--- config.mk ---
export PLATFORM = sky130hd
export DESIGN_NAME = upcounter_core
export DESIGN_NICKNAME = d
export VERILOG_FILES = /design/src/rtl/upcounter_core.sv
export SDC_FILE = /design/constraint.sdc
export NUM_CORES = 1
export LEC_CHECK = 0
export CAP_MARGIN = 15
export CORE_MARGIN = 2
export CORE_UTILIZATION = 40
export DETAILED_ROUTE_END_ITERATION = 8
export PLACE_DENSITY = 0.69
export SYNTH_ARGS = -nofsm -noshare
export SYNTH_HDL_FRONTEND = slang
export SYNTH_SLANG_ARGS = --single-unit
--- constraint.sdc ---
create_clock -name clk -period 1.9 [get_ports clk]
set_input_delay 0.57 -clock clk [delete_from_list [all_inputs] [get_ports clk]]
set_output_delay 0.57 -clock clk [all_outputs]
set_load 0.05 [all_outputs]
--- src/rtl/upcounter_core.sv ---
// Tick-driven decimal up-counter with run/stop/clear control.
// Each count update is published as a latest-value word on a valid/ready port.
module upcounter_core #(
  parameter int MAX_COUNT = 9999,
  parameter int CNT_W     = 14
) (
  input  logic             clk,
  input  logic             reset,
  input  logic             tick,
  input  logic             i_run_stop,
  input  logic             i_clear,
  output logic [CNT_W-1:0] o_count,
  output logic             o_running,
  output logic [CNT_W+1:0] tx_data,
  output logic             tx_valid,
  input  logic             tx_ready,
  output logic             o_overrun
);

  localparam logic [1:0] ST_STOP  = 2'd0;
  localparam logic [1:0] ST_RUN   = 2'd1;
  localparam logic [1:0] ST_CLEAR = 2'd2;

  localparam logic [CNT_W-1:0] MAX_C = CNT_W'(MAX_COUNT);

  logic [1:0]       state;
  logic [1:0]       state_next;
  logic [CNT_W-1:0] count_next;
  logic             wrap;
  logic             ev;
  logic [CNT_W+1:0] word;

  always_comb begin
    state_next = state;
    count_next = o_count;
    wrap       = 1'b0;
    ev         = 1'b0;
    case (state)
      ST_STOP: begin
        if (i_clear)
          state_next = ST_CLEAR;
        else if (i_run_stop)
          state_next = ST_RUN;
      end
      ST_RUN: begin
        if (i_clear)
          state_next = ST_CLEAR;
        else if (i_run_stop)
          state_next = ST_STOP;
        // the tick still counts in the cycle a stop or clear is sampled
        if (tick) begin
          ev = 1'b1;
          if (o_count == MAX_C) begin
            wrap       = 1'b1;
            count_next = '0;
          end else begin
            count_next = o_count + 1'b1;
          end
        end
      end
      ST_CLEAR: begin
        ev         = 1'b1;
        count_next = '0;
        state_next = ST_STOP;
      end
      default: begin
        state_next = ST_STOP;
      end
    endcase
  end

  assign word = {(state_next == ST_RUN), wrap, count_next};

  always_ff @(posedge clk or posedge reset) begin
    if (reset) begin
      state     <= ST_STOP;
      o_count   <= '0;
      o_running <= 1'b0;
      tx_data   <= '0;
      tx_valid  <= 1'b0;
      o_overrun <= 1'b0;
    end else begin
      state     <= state_next;
      o_count   <= count_next;
      o_running <= (state_next == ST_RUN);
      if (ev) begin
        tx_data  <= word;
        tx_valid <= 1'b1;
        if (tx_valid && !tx_ready)
          o_overrun <= 1'b1;
      end else if (tx_valid && tx_ready) begin
        tx_valid <= 1'b0;
      end
    end
  end

endmodule

Word level (Yosys, flattened, before mapping)
Cells that the tools add are included.
{"block": "totals", "wordCells": 32, "output_inout_bits": 33, "inputBits": 6, "ff_bits": 35}
{"block": "classes", "n_mux": 15, "eq_ne": 4, "n_reduce_logical": 6, "add_sub_neg": 1}
{"operator": "$mux 14", "count": 2}
{"operator": "$pmux 14 s2", "count": 1}
{"operator": "$add 14x1->14 const B", "count": 1}
{"operator": "$eq 14x14->1 const B", "count": 1}
{"operator": "$mux 2", "count": 4}
{"operator": "$mux 1", "count": 6}
{"operator": "$eq 2x1->1 const B", "count": 2}
{"operator": "$pmux 2 s2", "count": 1}
{"operator": "$eq 2x2->1 const B", "count": 1}
{"operator": "$logic_and 1x1->1", "count": 2}
{"operator": "$logic_not 2->1", "count": 1}
{"operator": "$pmux 1 s2", "count": 1}
{"operator": "$reduce_and 2->1", "count": 1}
{"operator": "$reduce_bool 2->1", "count": 1}
{"operator": "$logic_not 1->1", "count": 1}

Longest topological paths before layout
{"block": "logic_depth", "word_depth": 4, "depth_mapped": 8}

Worst setup path before layout
Ideal clock, no wire load.
{"block": "synth_path", "kind": "reg-to-reg", "from": "register o_count[10]", "to": "register o_count[7]", "setup_time_ps": 138, "path_slack_ps": -167, "path_stages_with_launch": 8, "arrival_time_ps": 1929, "n_path_buf": 2, "path_cell_list": "dfrtp_1 -> clkbuf_1 -> nand4b_1 -> nor4_4 -> a21oi_1 -> buf_2 -> a31oi_1 -> a31oi_1"}
{"block": "synth_via", "elab_chain_len": 4}
{"item": "start, declared", "line_no": "12", "text": "output logic [CNT_W-1:0] o_count,"}
{"item": "start signal, assigned", "line_no": "84", "text": "o_count <= count_next;"}
{"item": "$eq 14x14->1", "line_no": "53", "text": "if (o_count == MAX_C) begin"}
{"item": "$mux 14", "line_no": "53"}
{"item": "$mux 14", "line_no": "51", "text": "if (tick) begin"}
{"item": "$pmux 14 s2", "line_no": "38", "text": "case (state)"}
{"item": "net count_next[7]", "line_no": "28", "text": "logic [CNT_W-1:0] count_next;"}
The timed path passes the listed nets, and every way through them passes these cells.
A chain may end at the register's enable or synchronous reset.

Worst setup path in the final report
{"block": "layout_path", "from": "register o_count[6]", "to": "register tx_data[2]"}
{"block": "layout_via", "elab_chain_len": 4}
{"item": "$eq 14x14->1", "line_no": "53"}
{"item": "$mux 14", "line_no": "53"}
{"item": "$mux 14", "line_no": "51"}
{"item": "$pmux 14 s2", "line_no": "38"}
{"item": "net count_next[2]", "line_no": "28"}
{"item": "end signal, assigned", "line_no": "87", "text": "tx_data <= word;"}
{"item": "end, declared", "line_no": "14", "text": "output logic [CNT_W+1:0] tx_data,"}
The timed path passes the listed nets, and every way through them passes these cells.

==> impl_metrics.toml <==
[grt]
grt_usage = 0.1751
grt_start_max_net_pins = 36
wire_length_of_the_first_global_routing_pass_mm = 6.796
antenna_found_initial = 0
first_global_vias = 1460
gr-total-overflow = 0

[die]
die-width_um = 69.30
core_um2 = 4058
i_o_pin_cnt = 39
floorplan.rows = 23
start_util = 0.4203
die_height_um = 69.30
die_area_um2 = 4802

[sta]
worst_slew_margin_rel = 0.7047
post-route-worst-setup-slack_ps = 76.40
clock-skew-final_ps = 5.668
finalSetupTns_ps = 0
final.period_utilization = 0.9598
fmax_mhz = 548.4
tightest_slew_ps = 442.9
maxSlewViolCount = 0
setup_repair_after_global_routing_missed_its_margin = "yes"
final.min_clock_period_ps = 1824
finalSetupViolations = 0
final-hold-violation-count = 0

[power]
power_leakage_nw = 1.166
power-per-cell-area_nw_per_um2 = 889.9
worst_ir_drop_vdd_uv = 830.1

[route]
detail_route.wirelength_mm = 3.963
post-route-drc-count = 0
firstDrtPassIters = 4
ant_nets = 0
vias = 1507
vias_per_cell = 5.325
drtIter0Drc = 76
wl_per_cell_um = 14.00

[synth]
synth-seq-area-share = 0.5136
synth_largest_area_cell = "sky130_fd_sc_hd__dfrtp_1"
primary_ff_master_synth = "sky130_fd_sc_hd__dfrtp_1"
synthCells = 171
ys_ff_latch = 35
async_flop_share = 1.000
post_synth_num_cell_types = 31
synth.avg_cell_area_um2 = 9.973
synthesis.nets = 181
synth_enable_flop_cells = 0
synth_top_cells_by_area = "sky130_fd_sc_hd__dfrtp_1, sky130_fd_sc_hd__nand2_1, sky130_fd_sc_hd__xor2_1"
yosys_warnings = 0
mappedNetlistArea_um2 = 1705
synth_top_cell_area_share = 0.5136

[clock_tree]
clkSlewWorstSetupHoldPaths_ps = 70
clk_path_buf_depth = 2
worstSkewPairLatency_ps = 280
cts_buffers = 5
cts_tree = "yes"
cts_htree_levels = 2
cell_at_the_root_of_the_clock_tree = "sky130_fd_sc_hd__clkbuf_8"
clkSinkCount = 35

[setup_path]
critical_path.startpoint_type = "flip-flop"
cpMaxStageDelayCell = "sky130_fd_sc_hd__or3b_4"
cp-end-kind = "flip-flop"
setup.worst_path.start = "o_count[6]$_DFF_PP0_"
crit_fanout = 7
worstPathRequired_ps = 2060
cp_slowest_stage_delay_ps = 420
cp_data_arrival_time_ps = 1990
family_with_the_most_delay_on_the_worst_path = "simple AND/OR/NAND/NOR gates"
timing.critical_path.buf_inv = 0
critical_path.cell_chain = "or3b_4 -> nor4_4 -> a21bo_2 -> a21oi_1 -> mux2_2"
rr_startpoint = "o_count[6]$_DFF_PP0_"
worstSetupPathType = "flip-flop to flip-flop"

[layout]
layout_area_growth_over_synthesis_pct = 47.69
drive_above_1_share = 0.3734
num_antenna_cells = 0
final_nets = 242
post_layout_instance_area_um2 = 2519

[status]
outcome = "complete, no violations"

[min_path]
hold_path.startpoint = "o_overrun$_DFFE_PP0P_"
holdCritPathClass = "flip-flop to flip-flop"

[placed_design]
gp_congestion = 0.8467
placed_cell_area_um2 = 2389
preCtsSetupSlack_ps = -329.5
detailedPlacementHpwl_mm = 2.982
portbufs = 38

[run]
drv.max_cap_violation_count = 0
==> worst paths after layout <==
path | depth (start not counted) | slack (ps) | to
worst max-delay path | 5 | 80 | tx_data[2]$_DFFE_PP0P_
worst min-delay path | 1 | 480 | o_overrun$_DFFE_PP0P_
worst max register to register | 5 | 80 | tx_data[2]$_DFFE_PP0P_
worst min register to register | 1 | 480 | o_overrun$_DFFE_PP0P_
max in group asynchronous | 3 | 850 | o_count[7]$_DFF_PP0_
min in group asynchronous | 3 | 710 | o_running$_DFF_PP0_
==> power breakdown <==
group	switching, mW	internal (mW)
sequential	0.0464	0.824
clock	0.259	0.292
combinational	0.522	0.298
==> logic make-up after synthesis <==
logic type / count (synthesis) / synth area share
multiplexers: 7 / 0.04549
AND/OR/NAND/NOR: 59 / 0.1724
buffers and inverters: 15 / 0.04035
AO/OA/AOI/OAI: 39 / 0.1372
flip-flops: 35 / 0.5136
adder cells (fa/ha/maj): 4 / 0.02935
XOR/XNOR: 12 / 0.06163
==> layout by cell type, fill, tap and decap left out, drive strengths merged <==
cell type      count
nor4               2
a41oi              2
xnor2              4
and3               2
nor2               8
buf               59
a21bo              1
mux2               6
clkdlybuf4s50      4
or3b               1
nand2b             3
o21bai             1
ha                 4
nand4              4
inv                5
nand3             10
dfrtp             35
clkinv             1
o21ai             11
clkbuf             7
a211oi             1
a31oi             10
mux2i              1
a2bb2oi            1
dlymetal6s2s       1
nor3               2
nor2b              1
a21oi             10
xor2               8
nand4b             1
nand2             25
a21o               2
==> area by class of cell <==
type                            count  area [um^2]
Sequential cell                    35        882.1
Inverter                            5        18.77
Tap cell                           50        62.56
Multi-Input combinational cell    121        793.3
Fill cell                         345         1539
Timing Repair Buffer               64        670.6
Clock inverter                      1        5.005
Clock buffer                        7        86.33
==> synthesized netlist by cell type (all sizes together) (3+ instances only) <==
| library cell | instances |
|---|---|
| a31oi | 10 |
| o21ai | 11 |
| nand2b | 3 |
| nand2 | 25 |
| ha | 4 |
| nand3 | 10 |
| nand4 | 4 |
| mux2 | 6 |
| dfrtp | 35 |
| xor2 | 8 |
| clkbuf | 5 |
| xnor2 | 4 |
| inv | 5 |
| a21oi | 10 |
| buf | 5 |
| nor2 | 8 |
==> sequential cells by signal, indices dropped and copies added (netlist names) <==
register,cells
tx_data,16
o_count,14
state,2
o_overrun,1
o_running,1
tx_valid,1
==> layer usage <==
metal  vias to the layer above  wire length (um)  GRT usage
met5                         -                 0          0
met4                         0                34    0.05882
met3                         5               177    0.04506
met2                        40              1967     0.2756
met1                       736              1784     0.2353
li1                        726                 -          -
==> worst reg2reg max path: cells and delay by family, from the launching register on <==
kind | cells | cell delay, ps
compound gates | 2 | 380
simple gates | 2 | 660
mux | 1 | 270
flops | 1 | 400
==> timing repair <==
| action | CTS | global route |
|---|---|---|
| setup buffers | 0 | 1 |
| hold buffers | 0 | 0 |
| resized for setup | 2 | 8 |
| endpoints found under the setup margin | 1 | 17 |
| pin swaps | 0 | 2 |
==> through the flow <==
stage,utilization,std cells,power [mW],hold WS (ps)
floorplan,-,171,1.402,542.5
global placement,0.5887,274,1.684,462.4
detailed placement,0.5887,274,1.700,473.5
CTS,0.6139,282,2.264,493.3
global route,0.6207,283,2.361,512.0
finish,0.6207,283,2.241,483.5
Note: power is estimated with default switching activity, not from simulation.
